--- config.mk ---
export PLATFORM = sky130hd
export DESIGN_NAME = fifo_wr_arbiter
export DESIGN_NICKNAME = d
export VERILOG_FILES = /design/src/rtl/fifo_wr_arbiter.sv
export SDC_FILE = /design/constraint.sdc
export NUM_CORES = 1
export LEC_CHECK = 0
export ABC_AREA = 1
export CAP_MARGIN = 10
export CORE_AREA = 2 2 71 73
export DETAILED_ROUTE_END_ITERATION = 16
export DIE_AREA = 0 0 73 75
export DONT_BUFFER_PORTS = 1
export REMOVE_ABC_BUFFERS = 1
export SETUP_SLACK_MARGIN = 0.02
export SYNTH_ARGS = -nofsm -noshare
export SYNTH_HDL_FRONTEND = slang
export SYNTH_SLANG_ARGS = --single-unit
export TNS_END_PERCENT = 50
--- constraint.sdc ---
create_clock -name clk -period 3.35 [get_ports clk]
set_input_delay 1.005 -clock clk [delete_from_list [all_inputs] [get_ports clk]]
set_output_delay 1.005 -clock clk [all_outputs]
set_load 0.03 [all_outputs]
--- src/rtl/fifo_wr_arbiter.sv ---
// fifo_wr_arbiter: round-robin, burst-bounded sharing of one FIFO write port among NUM_REQ requesters
module fifo_wr_arbiter #(
    parameter int NUM_REQ    = 4,
    parameter int DATA_WIDTH = 16,
    parameter int MAX_BURST  = 4,
    localparam int IW        = $clog2(NUM_REQ)
) (
    input  logic                          clk,
    input  logic                          rst,
    input  logic [NUM_REQ-1:0]            i_req,
    input  logic [NUM_REQ*DATA_WIDTH-1:0] i_req_data,
    output logic [NUM_REQ-1:0]            o_grant,
    input  logic                          i_fifo_full,
    input  logic                          i_fifo_almostfull,
    input  logic                          i_fifo_overflow,
    output logic                          o_wr_en,
    output logic [DATA_WIDTH-1:0]         o_data_in,
    output logic [IW-1:0]                 o_owner,
    output logic                          o_busy,
    output logic                          o_ovf_err
);
    typedef enum logic {IDLE, BURST} state_t;

    state_t                r_state, w_state_n;
    logic [IW-1:0]         r_rr_ptr, w_rr_n, r_owner, w_owner_n, w_winner, w_cand, w_sel;
    logic [3:0]            r_beat_cnt, w_beat_n;
    logic                  w_found, w_space, w_gnt;
    logic                  r_wr_en, r_ovf_err;
    logic [DATA_WIDTH-1:0] r_data_in;

    function automatic logic [IW-1:0] next_idx(input logic [IW-1:0] p);
        return (p == IW'(NUM_REQ - 1)) ? '0 : p + 1'b1;
    endfunction

    // the registered write in flight already claims the last free slot
    assign w_space   = !i_fifo_full && !(i_fifo_almostfull && r_wr_en);
    assign o_grant   = w_gnt ? NUM_REQ'(1) << w_sel : '0;
    assign o_wr_en   = r_wr_en;
    assign o_data_in = r_data_in;
    assign o_owner   = r_owner;
    assign o_busy    = (r_state == BURST);
    assign o_ovf_err = r_ovf_err;

    // first requesting index scanning upward from rr_ptr with wrap
    always_comb begin
        w_found  = 1'b0;
        w_winner = '0;
        w_cand   = '0;
        for (int k = 0; k < NUM_REQ; k++) begin
            w_cand = IW'((int'(r_rr_ptr) + k) % NUM_REQ);
            if (!w_found && i_req[w_cand]) begin
                w_found  = 1'b1;
                w_winner = w_cand;
            end
        end
    end

    // next-state, burst accounting and grant decision
    always_comb begin
        w_state_n = r_state;
        w_rr_n    = r_rr_ptr;
        w_beat_n  = r_beat_cnt;
        w_owner_n = r_owner;
        w_gnt     = 1'b0;
        w_sel     = r_owner;
        if (r_state == IDLE) begin
            w_sel = w_winner;
            if (w_space && w_found) begin
                w_gnt     = 1'b1;
                w_owner_n = w_winner;
                w_beat_n  = 4'd1;
                if (MAX_BURST > 1) w_state_n = BURST;
                else w_rr_n = next_idx(w_winner);
            end
        end else if (!i_req[r_owner]) begin
            w_state_n = IDLE;
            w_rr_n    = next_idx(r_owner);
        end else if (w_space) begin
            w_gnt    = 1'b1;
            w_beat_n = r_beat_cnt + 4'd1;
            if (w_beat_n == 4'(MAX_BURST)) begin
                w_state_n = IDLE;
                w_rr_n    = next_idx(r_owner);
            end
        end
        if (rst) w_gnt = 1'b0;
    end

    // state registers plus the one-cycle-latency FIFO write stage
    always_ff @(posedge clk) begin
        if (rst) begin
            r_state    <= IDLE;
            r_rr_ptr   <= '0;
            r_beat_cnt <= '0;
            r_owner    <= '0;
            r_wr_en    <= 1'b0;
            r_data_in  <= '0;
            r_ovf_err  <= 1'b0;
        end else begin
            r_state    <= w_state_n;
            r_rr_ptr   <= w_rr_n;
            r_beat_cnt <= w_beat_n;
            r_owner    <= w_owner_n;
            r_wr_en    <= w_gnt;
            if (w_gnt) r_data_in <= i_req_data[int'(w_sel)*DATA_WIDTH +: DATA_WIDTH];
            r_ovf_err  <= r_ovf_err | i_fifo_overflow;
        end
    end
endmodule
* Word-level counts from Yosys, hierarchy flattened *
Index checks and enable logic that the tools add are counted.

cells by class
  mux-type cells = 37
  $mul = 0
  reduce and logical (&&, ||, !) cells = 15
  bitwise operators = 2
  shifts and indexed selects = 2
  eq/ne operators = 6
  add/subtract/negate cells = 5
  div/mod/pow operators = 0
  magnitude comparators = 5

operator list
  cell                   number
  $shiftx A64 B7 Y16     1
  $mux W4                5
  $mux W1                18
  $mux W2                9
  $lt A2 B3 Y1 const B   5
  $bmux W1 S2            5
  $logic_and A1 B1 Y1    6
  $ne A2 B1 Y1 const B   3
  $reduce_and A3 Y1      2
  $logic_not A1 Y1       5
  $add A2 B1 Y2 const B  2
  $add A2 B2 Y2 const B  2
  $add A4 B1 Y4 const B  1
  $eq A4 B3 Y1 const B   1
  $shl A1 B2 Y4 const A  1
  $eq A2 B2 Y1 const B   1
  $ne A2 B2 Y1 const B   1
  $reduce_and A2 Y1      1
  $reduce_bool A2 Y1     1
  $not A1 Y1             1
  $or A1 B1 Y1           1

storage, ports and cells
  register bits after elaboration = 27
  latch bits = 0
  memories = 0
  bits in writable memories = 0
  memory bits (read-only) = 0

* Logic depth before layout (Yosys ltp) *
  depth after elaboration = 17
  mapped depth = 19
  depth with buffers taken out = 17

* Worst setup path before layout *
OpenSTA, ideal clock, no wires.

  path type = input to output
  start = in i_req[1]
  end = out o_grant[3]
  data required time = 2345 ps
  setup slack = -294 ps
  arrival = 2639 ps
  stages on the path = 12
  path through = inv_1 nand2_1 nand3_1 nand2_2 nor2_4 nand4_1 nand3_1 nand2_2 nand2_4 inv_2 buf_6 nor3_1

on the way
  cells in the longest elaborated chain, start to end = 17
  elaborated cells between the ends (all ways) = 32

ends and longest elaborated chain
  element                        line  text
  start, declared                10    input logic [NUM_REQ-1:0] i_req,
  $bmux W1 S2                    51    if (!w_found && i_req[w_cand]) begin
  $mux W1 (implied by the code)  51
  $mux W1                        51
  $logic_not A1 Y1               51
  $logic_and A1 B1 Y1            51
  $mux W1                        51
  $logic_not A1 Y1               51
  $logic_and A1 B1 Y1            51
  $mux W1                        51
  $logic_not A1 Y1               51
  $logic_and A1 B1 Y1            51
  $mux W1                        51
  $logic_and A1 B1 Y1            68    if (w_space && w_found) begin
  $mux W1                        68
  $mux W1                        66    if (r_state == IDLE) begin
  $mux W1                        86    if (rst) w_gnt = 1'b0;
  $mux W4 (*)                    37    assign o_grant = w_gnt ? NUM_REQ'(1) << w_sel : '0;
  end, declared                  12    output logic [NUM_REQ-1:0] o_grant,

Every way passes the cells marked *; elsewhere a longest branch is shown, timed or not. The select of a mux whose other input is x is not followed.

* Worst setup path after layout *
  start = in i_req[3]
  end = out o_grant[0]

The elaborated chain is that of the path after synthesis.

==> results by group <==
Setup path
  – CP bufs+invs: 3
  – Worst EP arrival: 2.21 ns
  – Kind of critical path: in2out
  – CP required: approximately 2.3 ns
  – Critical Path Start Type: primary input
  – Crit-path cells: inv_1, nand2_1, nand3_1, nand2_2, nor2_4, nand3_2, nand2_2, inv_2, nand2_4, nand2_4, nand2_4, nor3_1, buf_4
  – CP max stage cell: buf_4
  – Top delay family on crit path: simple AND/OR/NAND/NOR gates
  – Cell mode on critical path: nand2_4
  – Crit end category: output pin
  – CP max FO: 6
  – Max incr delay on CP: approximately 0.19 ns
  – FF-to-FF setup slack: 1.34 ns

Synthesis
  – Warning count from the yosys run: 0
  – Synth Register Bits: 27
  – Syn Inst Count: around 360
  – Post-Syn Area per Cell: around 6.3 µm²
  – Post-synthesis sequential area ratio: around a quarter
  – Cell variety after synth: 32
  – Mapped cell area: approximately 2300 µm²

STA
  – Worst Clk Skew: about 0.0015 ns
  – Final hold violation count: 0
  – Fin crit share: slightly below 100%
  – Final setup TNS: 0 ns
  – RSZ-0062 raised after global routing: yes
  – Min Tclk post-route: ~3.2 ns
  – Final setup viols: 0
  – Worst slew pin tran: about 0.76 ns
  – Worst slew margin relative to its limit: between 40% and 50%
  – Fmax: 311 MHz
  – Final number of max-transition violations: 0

Outcome
  – Status: complete, no violations

Clock network
  – Root Driver: clkbuf_8
  – Setup bufs post-CTS: 0
  – Clk buf depth: 2
  – Clk slew on worst S/H paths: roughly 0.09 ns
  – Clk_lat worst skew: roughly 0.27 ns
  – # clock sinks: 27
  – CTS tree: yes
  – H-tree depth: 1
  – Total CTS buffers: 3

Layout
  – Final #Nets: about 440
  – Ant diodes: 0
  – Final Util: about half
  – Area grow syn2layout: 4.59%
  – Final instance area: ~2400 µm²
  – Filler cells: between 400 and 500
  – Ratio of cells with drive above 1 in the final layout: 21.1%

Placement
  – Post-DP HPWL: 4130 µm
  – Final GP Congestion: ~0.87
  – Placed Area: 2320 µm²
  – IO Port Bufs: 0

Power and ir drop
  – PD cells: 649 nW/µm²
  – Leakage power: around 1.3 nW
  – Max VDD drop: 0.224 mV

Detailed routing
  – Drt first pass iters: 4
  – Drt initial violations: 77
  – Wire per inst: between 10 and 15 µm
  – WL final: ~5700 µm
  – Drt drc: 0
  – Via density: 5.49
  – Final antenna-violating net count: 0
  – Via count: 2,277

Global route
  – Vias in the first global route: approximately 2,100
  – Antenna violations before repair: 0
  – Global-route wire length before repair: approximately 9600 µm
  – GRT Total Usage: 22.0%
  – Grt ovf: 0
  – Largest net degree at the start of global routing: 33

Die
  – # IOs: between 90 and 100
  – Die area: 5480 µm²
  – Rows: 25
  – Initial Util: between 40 and 50%
  – Core area: around 4700 µm²
  – Die height: 75 µm
  – Die Span X: between 70 and 80 µm

Flow run
  – Max cap viols: 0

Worst hold path
  – HP Class: reg2reg
## final cells by class
type | instances | area, µm² | area share [%]
flip-flops and latches | 27 | 542 | 22.6
inverters | 21 | 91.3 | 3.81
repair buffers | 14 | 105 | 4.38
well taps | 54 | 67.6 | 2.82
multi-input cells | 295 | 1550 | 64.5
clock buffers | 4 | 45.0 | 1.88
## through the flow
stage	hold slack (ns)	setup WS (ns)	power (W)	cells
after floorplan	0.491	-0.421	0.00117	343
after global placement	0.503	0.125	0.00137	411
after detailed placement	0.507	0.0971	0.00138	411
after CTS	0.525	0.0919	0.00156	415
after global routing	0.558	0.0164	0.00172	415
final	0.519	0.133	0.00156	415
## final timing paths
kind | start | to | depth (start not counted)
max | i_req[3] | o_grant[0] | 13
min | o_owner[1] | o_owner[1] | 2
max reg2reg | r_rr_ptr[0] | o_data_in[8] | 17
min reg2reg | o_owner[1] | o_owner[1] | 2
## report_power, final
group          internal [W]  switching [W]  leakage, nW
Clock             0.0000852      0.0000979       0.0228
Combinational      0.000281       0.000553         1.05
Sequential         0.000386       0.000153        0.222
## registers in the layout, summed over array words and instances, names as in the netlist
signal / flops
r_beat_cnt: 4
r_rr_ptr: 2
o_wr_en: 1
o_owner: 2
o_busy: 1
o_ovf_err: 1
o_data_in: 16
## per-layer routing
metal  share of wire [%]  wire length [µm]  track usage (%)  up-vias
li1                    -                 -                -     1179
met1                  43              2470             27.0     1019
met3                 6.3               359             4.69        5
met5                   0                 0                0        -
met2                  50              2830             39.5       74
met4                0.72                41             5.14        0
## synth_stat cells, drive strengths merged
cell      n  area, µm²
a211oi    2       15.0
a21oi     7       35.0
a31oi     2       12.5
buf      13        115
clkbuf    7       26.3
dfxtp    27        541
ha        3       37.5
inv      21       91.3
nand2   164        699
nand3    92        566
nand3b    1       7.51
nand4     1       6.26
nor2      6       30.0
nor3      4       25.0
o211a     2       20.0
o21a      1       7.51
o21ai     8       40.0
xnor2     1       8.76
xor2      1       8.76
## cell usage in the layout (no fill, tap or decap), types with 7 or more instances in the layout
cell type,synthesis,final
nand2_2,15,15
dfxtp_1,27,26
a21oi_1,7,7
o21ai_0,7,7
nand3_2,21,23
nand2_1,144,143
inv_1,11,11
nand3_1,71,69
inv_2,7,7
buf_4,2,14
## kinds of logic (layout without fill, tap and decap cells)
group,after synthesis,in the layout,synth area share [%]
flops,27,27,23.6
simple gates,268,268,58.2
xor+xnor,2,2,0.764
fa+ha+maj,3,3,1.64
compound gates,22,22,5.68
buf+inv,41,39,10.2
## repair_timing
action / 4_1_cts / 5_1_grt
endpoints found under the hold margin: 0 / 0
endpoints found under the setup margin: 0 / 4
gates resized for setup: 0 / 7
hold buffers: 0 / 0
## tightest hold or removal path: cells and delay by family, from the launching register on
kind | cells | cell delay [ns]
AO/OA/AOI/OAI | 1 | 0.08
buffers and inverters | 1 | 0.09
flip-flops | 1 | 0.32
Note: power is estimated with default switching activity, not from simulation.
